<file path="src/rtl/exc_commit_ctrl_pkg.sv">
// exc_commit_ctrl_pkg: shared constants for the exception/ertn commit controller.
//   - Ecode / EsubCode values for each trap source.
//   - Bit positions of the trap flags inside wb_exc.
//   - Controller state encoding.
package exc_commit_ctrl_pkg;

  localparam logic [5:0] ECODE_INT  = 6'h00;
  localparam logic [5:0] ECODE_ADEF = 6'h08;
  localparam logic [5:0] ECODE_INE  = 6'h0D;
  localparam logic [5:0] ECODE_BRK  = 6'h0C;
  localparam logic [5:0] ECODE_SYS  = 6'h0B;
  localparam logic [5:0] ECODE_ALE  = 6'h09;

  localparam logic [8:0] ESUBCODE_INT  = 9'h000;
  localparam logic [8:0] ESUBCODE_ADEF = 9'h000;
  localparam logic [8:0] ESUBCODE_INE  = 9'h000;
  localparam logic [8:0] ESUBCODE_BRK  = 9'h000;
  localparam logic [8:0] ESUBCODE_SYS  = 9'h000;
  localparam logic [8:0] ESUBCODE_ALE  = 9'h000;

  localparam int unsigned EXC_ADEF = 4;
  localparam int unsigned EXC_INE  = 3;
  localparam int unsigned EXC_BRK  = 2;
  localparam int unsigned EXC_SYS  = 1;
  localparam int unsigned EXC_ALE  = 0;

  typedef enum logic [1:0] {
    IDLE     = 2'd0,
    COMMIT   = 2'd1,
    REDIRECT = 2'd2,
    DRAIN    = 2'd3
  } state_t;

endpackage

</file>
<file path="src/rtl/exc_commit_ctrl_if.sv">
// exc_commit_ctrl_if: commit bus from the controller to the CSR file plus the
// redirect handshake to instruction fetch.
//   master: the controller (drives csr_* pulses and redirect_valid/redirect_pc).
//   slave : CSR file / IF side (drives redirect_ready).
// With CSR_BADV_EN defined the bus also carries csr_badv_we / csr_badv.
interface exc_commit_ctrl_if;
  logic        csr_wb_ex;
  logic        csr_ertn_flush;
  logic [5:0]  csr_ecode;
  logic [8:0]  csr_esubcode;
  logic [31:0] csr_pc;
`ifdef CSR_BADV_EN
  logic        csr_badv_we;
  logic [31:0] csr_badv;
`endif
  logic        redirect_valid;
  logic [31:0] redirect_pc;
  logic        redirect_ready;

  modport master (
    output csr_wb_ex, csr_ertn_flush, csr_ecode, csr_esubcode, csr_pc,
`ifdef CSR_BADV_EN
    output csr_badv_we, csr_badv,
`endif
    output redirect_valid, redirect_pc,
    input  redirect_ready
  );

  modport slave (
    input  csr_wb_ex, csr_ertn_flush, csr_ecode, csr_esubcode, csr_pc,
`ifdef CSR_BADV_EN
    input  csr_badv_we, csr_badv,
`endif
    input  redirect_valid, redirect_pc,
    output redirect_ready
  );
endinterface

</file>
<file path="src/rtl/exc_commit_ctrl_prio.sv">
// exc_prio_enc: combinational priority encoder for the WB trap sources.
//   has_int  in  pending interrupt (highest priority)
//   wb_exc   in  {ADEF, INE, BRK, SYS, ALE}
//   any      out some trap source is set
//   ecode    out Ecode of the winning source (0 when none)
//   esubcode out EsubCode of the winning source (0 when none)
module exc_prio_enc
  import exc_commit_ctrl_pkg::*;
(
  input  logic       has_int,
  input  logic [4:0] wb_exc,
  output logic       any,
  output logic [5:0] ecode,
  output logic [8:0] esubcode
);

  always_comb begin
    any      = has_int | (|wb_exc);
    ecode    = '0;
    esubcode = '0;
    if (has_int) begin
      ecode    = ECODE_INT;
      esubcode = ESUBCODE_INT;
    end else if (wb_exc[EXC_ADEF]) begin
      ecode    = ECODE_ADEF;
      esubcode = ESUBCODE_ADEF;
    end else if (wb_exc[EXC_INE]) begin
      ecode    = ECODE_INE;
      esubcode = ESUBCODE_INE;
    end else if (wb_exc[EXC_BRK]) begin
      ecode    = ECODE_BRK;
      esubcode = ESUBCODE_BRK;
    end else if (wb_exc[EXC_SYS]) begin
      ecode    = ECODE_SYS;
      esubcode = ESUBCODE_SYS;
    end else if (wb_exc[EXC_ALE]) begin
      ecode    = ECODE_ALE;
      esubcode = ESUBCODE_ALE;
    end
  end

endmodule

</file>
<file path="src/rtl/exc_commit_ctrl.sv">
// exc_commit_ctrl: sequences exception / interrupt / ertn commit between WB,
// the CSR file and instruction fetch.
//   IDLE -> COMMIT (one-cycle csr pulse) -> REDIRECT (handshake redirect_pc)
//   -> DRAIN (FLUSH_CYCLES extra flush cycles) -> IDLE. WB stalls meanwhile.
// Ports:
//   clk, resetn (async, active-low)
//   wb_valid, wb_pc, wb_exc, wb_ertn, has_int   WB instruction / interrupt
//   ex_entry, ertn_entry                        redirect targets
//   wb_ready, wb_retire                         WB control
//   flush, busy                                 pipeline kill / FSM status
//   cbus (exc_commit_ctrl_if.master)            CSR commit bus + IF redirect
// Optional build macro CSR_BADV_EN adds wb_vaddr and csr_badv_we/csr_badv.
module exc_commit_ctrl
  import exc_commit_ctrl_pkg::*;
#(
  parameter int unsigned FLUSH_CYCLES = 2,
  parameter int unsigned CNT_W        = 3
) (
  input  logic                clk,
  input  logic                resetn,
  input  logic                wb_valid,
  input  logic [31:0]         wb_pc,
  input  logic [4:0]          wb_exc,
  input  logic                wb_ertn,
  input  logic                has_int,
  input  logic [31:0]         ex_entry,
  input  logic [31:0]         ertn_entry,
`ifdef CSR_BADV_EN
  input  logic [31:0]         wb_vaddr,
`endif
  output logic                wb_ready,
  output logic                wb_retire,
  output logic                flush,
  output logic                busy,
  exc_commit_ctrl_if.master   cbus
);

  state_t           state;
  logic [CNT_W-1:0] cnt;
  logic             kind_trap;

  logic             enc_any;
  logic [5:0]       enc_ecode;
  logic [8:0]       enc_esubcode;
  logic             trap;
  logic             ret;

  exc_prio_enc u_prio (
    .has_int  (has_int),
    .wb_exc   (wb_exc),
    .any      (enc_any),
    .ecode    (enc_ecode),
    .esubcode (enc_esubcode)
  );

  always_comb begin
    trap      = wb_valid & enc_any;
    ret       = wb_valid & wb_ertn & ~trap;
    wb_ready  = (state == IDLE);
    busy      = (state != IDLE);
    flush     = (state != IDLE);
    wb_retire = (state == IDLE) & wb_valid & ~trap & ~ret;
  end

  always_ff @(posedge clk or negedge resetn) begin
    if (!resetn) begin
      state                <= IDLE;
      cnt                  <= '0;
      kind_trap            <= 1'b0;
      cbus.csr_wb_ex       <= 1'b0;
      cbus.csr_ertn_flush  <= 1'b0;
      cbus.csr_ecode       <= '0;
      cbus.csr_esubcode    <= '0;
      cbus.csr_pc          <= '0;
`ifdef CSR_BADV_EN
      cbus.csr_badv_we     <= 1'b0;
      cbus.csr_badv        <= '0;
`endif
      cbus.redirect_valid  <= 1'b0;
      cbus.redirect_pc     <= '0;
    end else begin
      // csr_* are single-cycle pulses: cleared every cycle unless entering COMMIT.
      cbus.csr_wb_ex       <= 1'b0;
      cbus.csr_ertn_flush  <= 1'b0;
      cbus.csr_ecode       <= '0;
      cbus.csr_esubcode    <= '0;
      cbus.csr_pc          <= '0;
`ifdef CSR_BADV_EN
      cbus.csr_badv_we     <= 1'b0;
      cbus.csr_badv        <= '0;
`endif
      case (state)
        IDLE: begin
          if (trap || ret) begin
            state               <= COMMIT;
            kind_trap           <= trap;
            cbus.csr_wb_ex      <= trap;
            cbus.csr_ertn_flush <= ret;
            if (trap) begin
              cbus.csr_ecode    <= enc_ecode;
              cbus.csr_esubcode <= enc_esubcode;
              cbus.csr_pc       <= wb_pc;
`ifdef CSR_BADV_EN
              if (enc_ecode == ECODE_ADEF) begin
                cbus.csr_badv_we <= 1'b1;
                cbus.csr_badv    <= wb_pc;
              end else if (enc_ecode == ECODE_ALE) begin
                cbus.csr_badv_we <= 1'b1;
                cbus.csr_badv    <= wb_vaddr;
              end
`endif
            end
          end
        end
        COMMIT: begin
          state               <= REDIRECT;
          cbus.redirect_valid <= 1'b1;
          cbus.redirect_pc    <= kind_trap ? ex_entry : ertn_entry;
        end
        REDIRECT: begin
          if (cbus.redirect_ready) begin
            cbus.redirect_valid <= 1'b0;
            cbus.redirect_pc    <= '0;
            if (FLUSH_CYCLES == 0) begin
              state <= IDLE;
            end else begin
              state <= DRAIN;
              cnt   <= CNT_W'(FLUSH_CYCLES);
            end
          end
        end
        DRAIN: begin
          cnt <= cnt - CNT_W'(1);
          if (cnt == CNT_W'(1)) begin
            state <= IDLE;
          end
        end
        default: state <= IDLE;
      endcase
    end
  end

endmodule
</file>
<file path="src/flat_wrapper.sv">
// flat-port wrapper written by rule: the top's interface ports become plain ports
module exc_commit_ctrl_flat import exc_commit_ctrl_pkg::*;
#(
  parameter int unsigned FLUSH_CYCLES = 2,
  parameter int unsigned CNT_W        = 3
)
  (clk, resetn, wb_valid, wb_pc, wb_exc, wb_ertn, has_int, ex_entry, ertn_entry, wb_ready, wb_retire, flush, busy, cbus_csr_wb_ex, cbus_csr_ertn_flush, cbus_csr_ecode, cbus_csr_esubcode, cbus_csr_pc, cbus_redirect_valid, cbus_redirect_pc, cbus_redirect_ready);
  exc_commit_ctrl_if cbus_i ();
  input  logic clk;
  input  logic resetn;
  input  logic wb_valid;
  input  logic [31:0] wb_pc;
  input  logic [4:0] wb_exc;
  input  logic wb_ertn;
  input  logic has_int;
  input  logic [31:0] ex_entry;
  input  logic [31:0] ertn_entry;
  output logic wb_ready;
  output logic wb_retire;
  output logic flush;
  output logic busy;
  output wire logic [$bits(cbus_i.csr_wb_ex)-1:0] cbus_csr_wb_ex;
  output wire logic [$bits(cbus_i.csr_ertn_flush)-1:0] cbus_csr_ertn_flush;
  output wire logic [$bits(cbus_i.csr_ecode)-1:0] cbus_csr_ecode;
  output wire logic [$bits(cbus_i.csr_esubcode)-1:0] cbus_csr_esubcode;
  output wire logic [$bits(cbus_i.csr_pc)-1:0] cbus_csr_pc;
  output wire logic [$bits(cbus_i.redirect_valid)-1:0] cbus_redirect_valid;
  output wire logic [$bits(cbus_i.redirect_pc)-1:0] cbus_redirect_pc;
  input wire logic [$bits(cbus_i.redirect_ready)-1:0] cbus_redirect_ready;
  assign cbus_csr_wb_ex = cbus_i.csr_wb_ex;
  assign cbus_csr_ertn_flush = cbus_i.csr_ertn_flush;
  assign cbus_csr_ecode = cbus_i.csr_ecode;
  assign cbus_csr_esubcode = cbus_i.csr_esubcode;
  assign cbus_csr_pc = cbus_i.csr_pc;
  assign cbus_redirect_valid = cbus_i.redirect_valid;
  assign cbus_redirect_pc = cbus_i.redirect_pc;
  assign cbus_i.redirect_ready = cbus_redirect_ready;
  exc_commit_ctrl #(.FLUSH_CYCLES(FLUSH_CYCLES), .CNT_W(CNT_W)) u_core (.clk(clk), .resetn(resetn), .wb_valid(wb_valid), .wb_pc(wb_pc), .wb_exc(wb_exc), .wb_ertn(wb_ertn), .has_int(has_int), .ex_entry(ex_entry), .ertn_entry(ertn_entry), .wb_ready(wb_ready), .wb_retire(wb_retire), .flush(flush), .busy(busy), .cbus(cbus_i));
endmodule
</file>
<file path="config.mk">
export PLATFORM = sky130hd
export DESIGN_NAME = exc_commit_ctrl_flat
export DESIGN_NICKNAME = d
export VERILOG_FILES = /design/src/rtl/exc_commit_ctrl_pkg.sv /design/src/rtl/exc_commit_ctrl_if.sv /design/src/rtl/exc_commit_ctrl_prio.sv /design/src/rtl/exc_commit_ctrl.sv /design/src/flat_wrapper.sv
export SDC_FILE = /design/constraint.sdc
export NUM_CORES = 1
export LEC_CHECK = 0
export ABC_AREA = 1
export CAP_MARGIN = 20
export CORE_ASPECT_RATIO = 0.9
export CORE_UTILIZATION = 38
export CTS_CLUSTER_SIZE = 16
export DETAILED_ROUTE_END_ITERATION = 16
export GPL_ROUTABILITY_DRIVEN = 0
export PLACE_DENSITY = 0.82
export SLEW_MARGIN = 0
export SYNTH_ARGS = -nofsm -noshare
export SYNTH_HDL_FRONTEND = slang
export SYNTH_SLANG_ARGS = --single-unit
export TNS_END_PERCENT = 20
</file>
<file path="constraint.sdc">
create_clock -name clk -period 1.75 [get_ports clk]
set_clock_uncertainty 0.2 [all_clocks]
set_input_delay 0.35 -clock clk [delete_from_list [all_inputs] [get_ports clk]]
set_output_delay 0.35 -clock clk [all_outputs]
set_load 0.02 [all_outputs]
</file>
==> impl_metrics.env, run 1 <==
export IMPL_outcome="complete, but fails checks"
export IMPL_violations="negative setup slack"
export IMPL_grt_ovfl_total=0
export IMPL_pin_count=193
export IMPL_worstPathMaxFanout=4
export IMPL_rsz0062_at_grt="yes"
export IMPL_p_leak_nw=2.945
export IMPL_insertion_delay_ns=0.33
export IMPL_placedInstanceArea_sq_mm=0.005378
export IMPL_syn_area_per_cell_sq_um=9.206
export IMPL_cts_reportedPaths_clkPinSlew_ns=0.08
export IMPL_crit_arrival_ns=1.39
export IMPL_fmaxAchievable_mhz=515.1
export IMPL_grt_pass1_wl_microns=15470
export IMPL_end_kind="output pin"
export IMPL_wire_per_inst_microns=14.56
export IMPL_clock_tree_root_cell="clkbuf_8"
export IMPL_htreeDepth=3
export IMPL_worstSetupPathType="flip-flop to output pin"
export IMPL_post_route_drc_count=0
export IMPL_post_place_ws_ns=-0.6801
export IMPL_slowest_delay_ns=0.40
export IMPL_critical_path_buf_inv_count=4
export IMPL_crit_chain="inv_2 > ha_4 > inv_4 > a21oi_4 > nand3_2 > inv_2 > buf_6"
export IMPL_grt_antenna_before_repair=0
export IMPL_fin_ws_ns=-0.1915
export IMPL_crit_path_frequent_cell="inv_2"
export IMPL_final_hold_viol_count=0
export IMPL_die_area_sq_mm=0.009248
export IMPL_grtUsageMet1_pct=23.77
export IMPL_grt_max_degree=78
export IMPL_finalCritPeriodShare_pct=110.9
export IMPL_routed_wl_microns=10150
export IMPL_grt_pass1_vias=3257
export IMPL_syn_inst=366
export IMPL_ant_nets=0
export IMPL_drtIter0Drc=107
export IMPL_vias=3263
export IMPL_final_area_sq_mm=0.005678
export IMPL_finalSetupViolations=4
export IMPL_ir_worst_vdd_uv=674.1
export IMPL_synth_seq_cells=77
export IMPL_finalSetupTns_ns=-0.5956
export IMPL_fp_coreArea_sq_mm=0.008568
export IMPL_post_dp_hpwl_microns=7064
export IMPL_syn_area_sq_mm=0.003369
export IMPL_cp_top_family="flip-flops"
export IMPL_die_y_microns=91.33
export IMPL_cellPowerDensity_mw_per_mm2=1323
export IMPL_drive_above_1_share_pct=13.49
export IMPL_crit_required_ns=1.20
export IMPL_drtPass1Iterations=4
export IMPL_top_usage_layer="met2"
export IMPL_syn_to_final_growth_pct=68.51
export IMPL_grt_total_usage_pct=21.72
export IMPL_clock_sinks=77
export IMPL_slew_viol_final=0
export IMPL_synth_cell_types=23
export IMPL_hold_path_class="input port to flip-flop"
export IMPL_vias_per_cell=4.681
export IMPL_maxCapViolations=0
export IMPL_portBuffers=181
export IMPL_grt_use_met3_pct=9.315
export IMPL_start_util_pct=39.33
export IMPL_clockBufferDepth=2
export IMPL_die_width_microns=101.3
export IMPL_start_kind="flip-flop"
export IMPL_grt_util_met2_pct=38.61
export IMPL_ys_warn_count=0
export IMPL_cts_buffers_inserted=9
export IMPL_cts_tree="yes"
export IMPL_nets=686
export IMPL_diodes=0
export IMPL_period_minus_slack_ns=1.942
export IMPL_slowest_stage="dfrtp_1"
export IMPL_num_rows=32
export IMPL_seq_area_frac_synth_pct=57.19
per-layer routing:
metal	routed length (microns)	part of all wire (%)	up-vias
met3	1186	12	9
met5	0	0	-
met2	5138	51	169
met4	75	0.74	0
li1	-	-	1554
met1	3751	37	1531
Yosys cell counts:
cell | count | area, sq um
clkinv_1 | 1 | 3.750
o21ai_0 | 28 | 140.1
nor2_4 | 2 | 22.52
clkbuf_2 | 2 | 10.01
o21ai_1 | 38 | 190.2
o22ai_1 | 1 | 6.260
buf_6 | 6 | 67.56
nand2_1 | 14 | 52.55
inv_2 | 2 | 7.510
buf_2 | 10 | 50.05
nand4_4 | 1 | 21.27
inv_4 | 1 | 6.260
nand3_1 | 39 | 195.2
ha_1 | 6 | 75.07
nand2_2 | 4 | 25.02
dfrtp_1 | 77 | 1927
a31oi_1 | 1 | 6.260
buf_4 | 12 | 90.09
inv_1 | 43 | 161.4
nor2_1 | 72 | 270.3
nand2_4 | 2 | 22.52
a21oi_1 | 3 | 15.01
conb_1 | 1 | 3.750
metrics by stage:
step	total power, mW	instances	hold slack (ns)	utilization, %
after floorplan	4.529	376	-0.1456	-
after global placement	6.091	670	0.2019	62.76
after detailed placement	6.203	670	0.2075	62.76
after CTS	7.107	689	0.2228	64.11
after global routing	8.032	697	0.2318	66.27
final	7.513	697	0.2392	66.27
registers in the layout (all words and copies together), names as in the netlist:
register and count:
u_core.cbus.csr_ecode 4, u_core.cbus.csr_ertn_flush 1, u_core.cbus.csr_pc 32, u_core.cbus.csr_wb_ex 1, u_core.cbus.redirect_pc 32, u_core.cbus.redirect_valid 1
u_core.cnt 3, u_core.kind_trap 1, u_core.state 2
final cells by class:
class	count	area, sq um
timing repair buffer	214	2056
tap	119	148.9
multi-input combinational	222	1156
clock inverter	6	38.79
timing repair inverter	2	20.02
fill	728	2890
sequential	77	1927
inverter	47	193.9
clock buffer	10	137.6
worst register-to-register path, stage by stage (launching register included):
cell	delay, ns
dfrtp_1	0.40
buf_4	0.14
buf_4	0.14
ha_4	0.17
inv_4	0.09
nand2_8	0.12
clkbuf_16	0.21
nand3_1	0.07
o21ai_1	0.06
repair_timing:
action	4_1_cts	5_1_grt
pin swaps	2	5
endpoints found under the hold margin	77	0
buffers inserted	2	4
cloned	0	4
hold buffers	1	0
setup endpoints to repair	85	39
resized for setup	92	20
kinds of logic after synthesis:
group | Yosys count | synth area share [%]
and+or+nand+nor | 134 | 18.08
buffers and inverters | 77 | 11.77
DFF | 77 | 57.19
AOI/OAI and AO/OA | 71 | 10.62
adders and majority gates | 6 | 2.228
other | 1 | 0.1113
layout by cell type (no fill, tap or decap), types with 2 or more instances in the layout:
cell / synthesis / final
ha_1: 6 / 2
o21ai_1: 38 / 37
dfrtp_1: 77 / 77
nand3_1: 39 / 38
dlygate4sd2_1: 0 / 76
inv_4: 1 / 2
buf_12: 0 / 4
buf_4: 12 / 26
clkinv_2: 0 / 3
clkbuf_8: 0 / 10
ha_2: 0 / 2
conb_1: 1 / 11
clkdlybuf4s50_1: 0 / 102
buf_6: 6 / 3
nor2_4: 2 / 2
a21oi_4: 0 / 2
inv_1: 43 / 39
clkinvlp_4: 0 / 2
nor2_1: 72 / 72
inv_2: 2 / 4
nand2_2: 4 / 5
nand2_1: 14 / 13
clkbuf_16: 0 / 2
o21ai_0: 28 / 28
ha_4: 0 / 2
worst paths after layout:
path	from	to	slack (ns)	depth (start not counted)
worst min register to register	u_core.cbus.redirect_valid	u_core.cbus.redirect_valid	0.27	2
worst max register to register	u_core.state[1]	u_core.cbus.redirect_pc[4]	0.04	8
worst min-delay path	wb_exc[1]	u_core.cbus.csr_ecode[1]	0.24	3
min in group asynchronous	resetn	u_core.cbus.csr_pc[22]	0.37	3
max in group asynchronous	resetn	u_core.cbus.redirect_pc[11]	0.67	3
worst max-delay path	u_core.state[1]	wb_retire	-0.19	7
report_power, final:
| group | internal (mW) | switching [mW] |
|---|---|---|
| registers | 2.28 | 0.206 |
| clock network | 0.548 | 0.636 |
| logic | 1.66 | 2.19 |
| total | 4.48 | 3.03 |
(Power assumes the default switching activity.)
==> run 2, diff against run 1 <==
--- a/config.mk
+++ b/config.mk
@@ -7,7 +7,7 @@
 export LEC_CHECK = 0
 export ABC_AREA = 1
 export CAP_MARGIN = 20
-export CORE_ASPECT_RATIO = 0.9
+export CORE_ASPECT_RATIO = 1.1
 export CORE_UTILIZATION = 38
 export CTS_CLUSTER_SIZE = 16
 export DETAILED_ROUTE_END_ITERATION = 16
==> impl_metrics.env, run 2 (synthesis gave the netlist of run 1 again) <==
export IMPL_top_regs="u_core.cbus.csr_pc: 32 flops, u_core.cbus.redirect_pc: 32 flops, u_core.cbus.csr_ecode: 4 flops"
export IMPL_htreeDepth=3
export IMPL_rr_startpoint="u_core.state[1]"
export IMPL_diodes=0
export IMPL_ir_worst_vdd_uv=715.5
export IMPL_clock_sinks=77
export IMPL_grt_ovfl_total=0
export IMPL_cellPowerDensity_mw_per_mm2=1392
export IMPL_routed_wl_microns=10870
export IMPL_clock_tree_root_cell="clkbuf_8"
export IMPL_tightest_slew_ns=0.5311
export IMPL_final_common_cell="clkdlybuf4s50_1"
export IMPL_grt_antenna_before_repair=0
export IMPL_slowest_delay_ns=0.39
export IMPL_crit_required_ns=1.20
export IMPL_fin_ws_ns=-0.1942
export IMPL_syn_to_final_growth_pct=74.12
export IMPL_fp_coreArea_sq_mm=0.008496
export IMPL_crit_arrival_ns=1.39
export IMPL_finalCritPeriodShare_pct=111.1
export IMPL_ant_nets=0
export IMPL_num_rows=35
export IMPL_grt_total_usage_pct=21.81
export IMPL_cts_reportedPaths_clkPinSlew_ns=0.08
export IMPL_slew_viol_final=0
export IMPL_insertion_delay_ns=0.34
export IMPL_grt_max_degree=43
export IMPL_die_width_microns=91.78
export IMPL_crit_path_frequent_cell="inv_2"
export IMPL_pin_count=193
export IMPL_wire_per_inst_microns=15.60
export IMPL_final_area_sq_mm=0.005867
export IMPL_finish_utilization_pct=69.06
export IMPL_start_kind="flip-flop"
export IMPL_rsz0062_at_grt="yes"
export IMPL_slowest_stage="dfrtp_1"
export IMPL_slew_headroom_pct=64.59
export IMPL_drtIter0Drc=91
export IMPL_min_from="wb_exc[1]"
export IMPL_vias_per_cell=4.768
export IMPL_cts_tree="yes"
export IMPL_grt_pass1_wl_microns=15510
export IMPL_final_cell_mix="clkdlybuf4s50_1 (103), dfrtp_1 (77), dlygate4sd2_1 (73)"
export IMPL_start_util_pct=39.66
export IMPL_placedInstanceArea_sq_mm=0.005375
export IMPL_portBuffers=181
export IMPL_drive_above_1_share_pct=17.24
export IMPL_end_kind="output pin"
export IMPL_cp_startpoint="u_core.state[0]"
export IMPL_cts_buffers_inserted=9
export IMPL_outcome="complete, but fails checks"
export IMPL_p_leak_nw=3.034
export IMPL_post_dp_hpwl_microns=7160
export IMPL_finalSetupViolations=3
export IMPL_vias=3323
export IMPL_final_hold_viol_count=0
export IMPL_fillCellCount=680
export IMPL_die_y_microns=100.8
export IMPL_total_power_mw=8.170
export IMPL_finalSetupTns_ns=-0.3253
export IMPL_post_route_drc_count=0
export IMPL_maxCapViolations=0
export IMPL_period_minus_slack_ns=1.944
export IMPL_crit_chain="inv_2 > ha_4 > inv_2 > a21oi_2 > nand3_1 > inv_2 > buf_6"
export IMPL_post_place_ws_ns=-0.6772
export IMPL_violations="negative setup slack"
export IMPL_fmaxAchievable_mhz=514.3
export IMPL_hold_path_class="input port to flip-flop"
export IMPL_drtPass1Iterations=4
export IMPL_clockBufferDepth=2
export IMPL_nets=694
export IMPL_die_area_sq_mm=0.009248
export IMPL_grt_pass1_vias=3243
export IMPL_worstPathMaxFanout=2
export IMPL_worstSetupPathType="flip-flop to output pin"
-- run 2: changes by cell type in the layout (fill, tap and decap cells not counted), moves of 3 or more --
cell	change
o21ai_0	-7
inv_6	+3
nand3_1	-8
nand3_2	+7
dlygate4sd2_1	-3
o21ai_2	+6
buf_6	+5
-- run 2: area by class of cell --
| type | count | area (sq um) | area share, % |
|---|---|---|---|
| Multi-Input combinational cell | 222 | 1209 | 20.60 |
| Sequential cell | 77 | 1927 | 32.84 |
| Tap cell | 111 | 138.9 | 2.367 |
| Clock inverter | 6 | 68.82 | 1.173 |
| Clock buffer | 10 | 137.6 | 2.346 |
| Timing Repair Buffer | 221 | 2151 | 36.66 |
| Timing Repair inverter | 3 | 41.29 | 0.7038 |
| Inverter | 47 | 193.9 | 3.306 |
-- run 2: worst paths after layout --
check	cells after the start	end	slack, ns
setup / recovery	7	wb_retire	-0.19
min in group asynchronous	3	u_core.cbus.redirect_pc[4]	0.40
max in group asynchronous	3	u_core.cbus.redirect_pc[19]	0.53
setup reg to reg	9	u_core.cbus.redirect_pc[13]	0.01
hold / removal	3	u_core.cbus.csr_ecode[1]	0.23
hold reg to reg	2	u_core.cbus.redirect_valid	0.28
-- run 2: what timing repair did --
item                                   in CTS  in global routing
pin swaps                                   3                  8
endpoints found under the hold margin      77                  0
cloned                                      0                  5
buffers inserted                            7                  9
gates resized for setup                   104                 43
setup endpoints to repair                 106                 40
hold buffers                                1                  0
-- run 2: power breakdown --
group          leakage [nW]  switching, mW  total, mW  internal (mW)
combinational          1.92           2.35       4.27           1.91
sequential             1.01          0.236       2.51           2.28
clock                 0.103          0.679       1.39          0.708
total                  3.03           3.27       8.17           4.90
-- run 2: metal layers --
metal	track usage (%)	wire length, microns	part of all wire [%]	vias to the layer above
li1	-	-	-	1566
met4	10.58	320	2.9	0
met3	5.505	894	8.2	24
met1	24.51	3991	37	1565
met5	0	0	0	-
met2	38.81	5665	52	168
-- run 2: worst max-delay path: cells and delay by family (launching register included) --
family	cells	cell delay, ns
DFF	1	0.39
AOI/OAI and AO/OA	1	0.13
buffers and inverters	4	0.29
and+or+nand+nor	1	0.10
adders and majority gates	1	0.14
-- run 2: per-stage QoR --
step	instances	hold slack, ns
floorplan	376	-0.1456
global placement	663	0.2251
detailed placement	663	0.2337
CTS	687	0.2225
global route	697	0.2259
finish	697	0.2345
==> run 3, diff against run 2 <==
--- a/config.mk
+++ b/config.mk
@@ -13,6 +13,7 @@
 export DETAILED_ROUTE_END_ITERATION = 16
 export GPL_ROUTABILITY_DRIVEN = 0
 export PLACE_DENSITY = 0.82
+export REMOVE_ABC_BUFFERS = 1
 export SLEW_MARGIN = 0
 export SYNTH_ARGS = -nofsm -noshare
 export SYNTH_HDL_FRONTEND = slang
==> impl_metrics.env, run 3 (synthesis gave the netlist of run 1 again) <==
export IMPL_outcome="complete, but fails checks"
export IMPL_violations="negative setup slack"
export IMPL_post_route_drc_count=0
export IMPL_cts_reportedPaths_clkPinSlew_ns=0.08
export IMPL_drtPass1Iterations=5
export IMPL_post_place_ws_ns=-0.6415
export IMPL_nets=688
export IMPL_post_dp_hpwl_microns=7037
export IMPL_worstSetupPathType="flip-flop to output pin"
export IMPL_maxCapViolations=0
export IMPL_slew_viol_final=0
export IMPL_num_rows=35
export IMPL_insertion_delay_ns=0.34
export IMPL_highest_layer="met4"
export IMPL_start_kind="flip-flop"
export IMPL_rsz0062_at_grt="yes"
export IMPL_die_width_microns=91.78
export IMPL_syn_to_final_growth_pct=75.01
export IMPL_slowest_delay_ns=0.40
export IMPL_vias=3291
export IMPL_finish_utilization_pct=69.41
export IMPL_crit_required_ns=1.20
export IMPL_final_cell_mix="clkdlybuf4s50_1 (104), dfrtp_1 (77), nor2_1 (72)"
export IMPL_total_power_mw=8.318
export IMPL_grt_pass1_vias=3302
export IMPL_clockBufferDepth=2
export IMPL_crit_arrival_ns=1.39
export IMPL_clock_sinks=77
export IMPL_grt_total_usage_pct=21.55
export IMPL_hold_path_class="input port to flip-flop"
export IMPL_final_area_sq_mm=0.005897
export IMPL_cts_tree="yes"
export IMPL_ir_worst_vdd_uv=707.3
export IMPL_pin_count=193
export IMPL_end_kind="output pin"
export IMPL_die_area_sq_mm=0.009248
export IMPL_clock_tree_root_cell="clkbuf_8"
export IMPL_grt_antenna_before_repair=0
export IMPL_p_leak_nw=3.046
export IMPL_worstPathMaxFanout=2
export IMPL_die_y_microns=100.8
export IMPL_m1WireLength_microns=4146
export IMPL_wire_per_inst_microns=15.55
export IMPL_drive_above_1_share_pct=16.72
export IMPL_crit_chain="inv_2 > ha_4 > inv_4 > a21oi_4 > nand3_1 > inv_1 > buf_6"
export IMPL_cp_top_family="flip-flops"
export IMPL_placedInstanceArea_sq_mm=0.005353
export IMPL_period_minus_slack_ns=1.943
export IMPL_grt_pass1_wl_microns=15530
export IMPL_htreeDepth=3
export IMPL_fp_coreArea_sq_mm=0.008496
export IMPL_portBuffers=181
export IMPL_grt_ovfl_total=0
export IMPL_finalCritPeriodShare_pct=111.0
export IMPL_top_regs="u_core.cbus.csr_pc: 32 flops, u_core.cbus.redirect_pc: 32 flops, u_core.cbus.csr_ecode: 4 flops"
export IMPL_finalSetupViolations=5
export IMPL_start_util_pct=39.66
export IMPL_fmaxAchievable_mhz=514.7
export IMPL_diodes=0
export IMPL_wl_met2_microns=5342
export IMPL_critical_path_buf_inv_count=4
export IMPL_drtIter0Drc=69
export IMPL_routed_wl_microns=10750
export IMPL_final_hold_viol_count=0
export IMPL_cts_buffers_inserted=9
export IMPL_holdWs_ns=0.2488
export IMPL_slowest_stage="dfrtp_1"
export IMPL_vias_per_cell=4.763
export IMPL_ant_nets=0
export IMPL_final_common_cell="clkdlybuf4s50_1"
export IMPL_cellPowerDensity_mw_per_mm2=1410
export IMPL_grt_max_degree=78
export IMPL_met3_length_microns=973
export IMPL_fin_ws_ns=-0.1928
[run 3: changes by cell type in the layout (fill, tap and decap cells not counted), sizes merged]
| cell | before | now |
|---|---|---|
| nand2 | 20 | 21 |
| buf | 42 | 35 |
| dlygate4sd2 | 73 | 71 |
| bufinv | 1 | 3 |
| dlymetal6s2s | 0 | 1 |
| clkdlybuf4s50 | 103 | 104 |
| inv | 48 | 46 |
[run 3: layout make-up]
class                      count  area [sq um]
timing repair buffer         215          2112
clock inverter                 7         123.9
tap                          111         138.9
multi-input combinational    223          1245
inverter                      47         198.9
sequential                    77          1927
fill                         653          2599
timing repair inverter         2         27.53
clock buffer                   9         123.9
[run 3: worst register-to-register path: cells and delay by family (launching register included)]
| family | cells | cell delay (ns) |
|---|---|---|
| AO/OA/AOI/OAI | 1 | 0.09 |
| buffers and inverters | 5 | 0.61 |
| AND/OR/NAND/NOR | 2 | 0.22 |
| flip-flops | 1 | 0.38 |
| adder cells (fa/ha/maj) | 1 | 0.18 |
[run 3: stage by stage]
step | std cells | TNS [ns]
2_1_floorplan | 346 | -0.3946
3_3_place_gp | 660 | -2.889
3_5_place_dp | 660 | -4.040
4_1_cts | 678 | -0.3366
5_1_grt | 691 | -1.578
6_report | 691 | -0.5765
[run 3: what timing repair did]
action	in CTS	in global routing
cloned	0	7
hold endpoints to repair	77	0
buffers inserted	1	6
hold buffers	1	0
setup endpoints to repair	91	39
pin swaps	1	6
resized for setup	103	50
[run 3: power breakdown]
group	switching, mW	internal [mW]
registers	0.237	2.28
logic	2.34	1.83
clock network	0.674	0.954
[run 3: metal layers]
metal,up-vias,global-route usage (%)
met1,1534,24.84
li1,1565,-
met5,-,0
met4,0,8.053
met3,24,7.994
met2,168,36.78
[run 3: final timing paths]
check / start / to / slack (ns) / depth (start not counted)
min in group asynchronous: resetn / u_core.cbus.redirect_pc[12] / 0.35 / 3
hold reg to reg: u_core.cbus.redirect_valid / u_core.cbus.redirect_valid / 0.27 / 2
setup / recovery: u_core.state[1] / wb_retire / -0.19 / 7
max in group asynchronous: resetn / u_core.cbus.csr_ecode[2] / 0.64 / 3
setup reg to reg: u_core.state[1] / u_core.cbus.redirect_pc[23] / -0.01 / 9
hold / removal: wb_exc[2] / u_core.cbus.csr_ecode[0] / 0.25 / 4
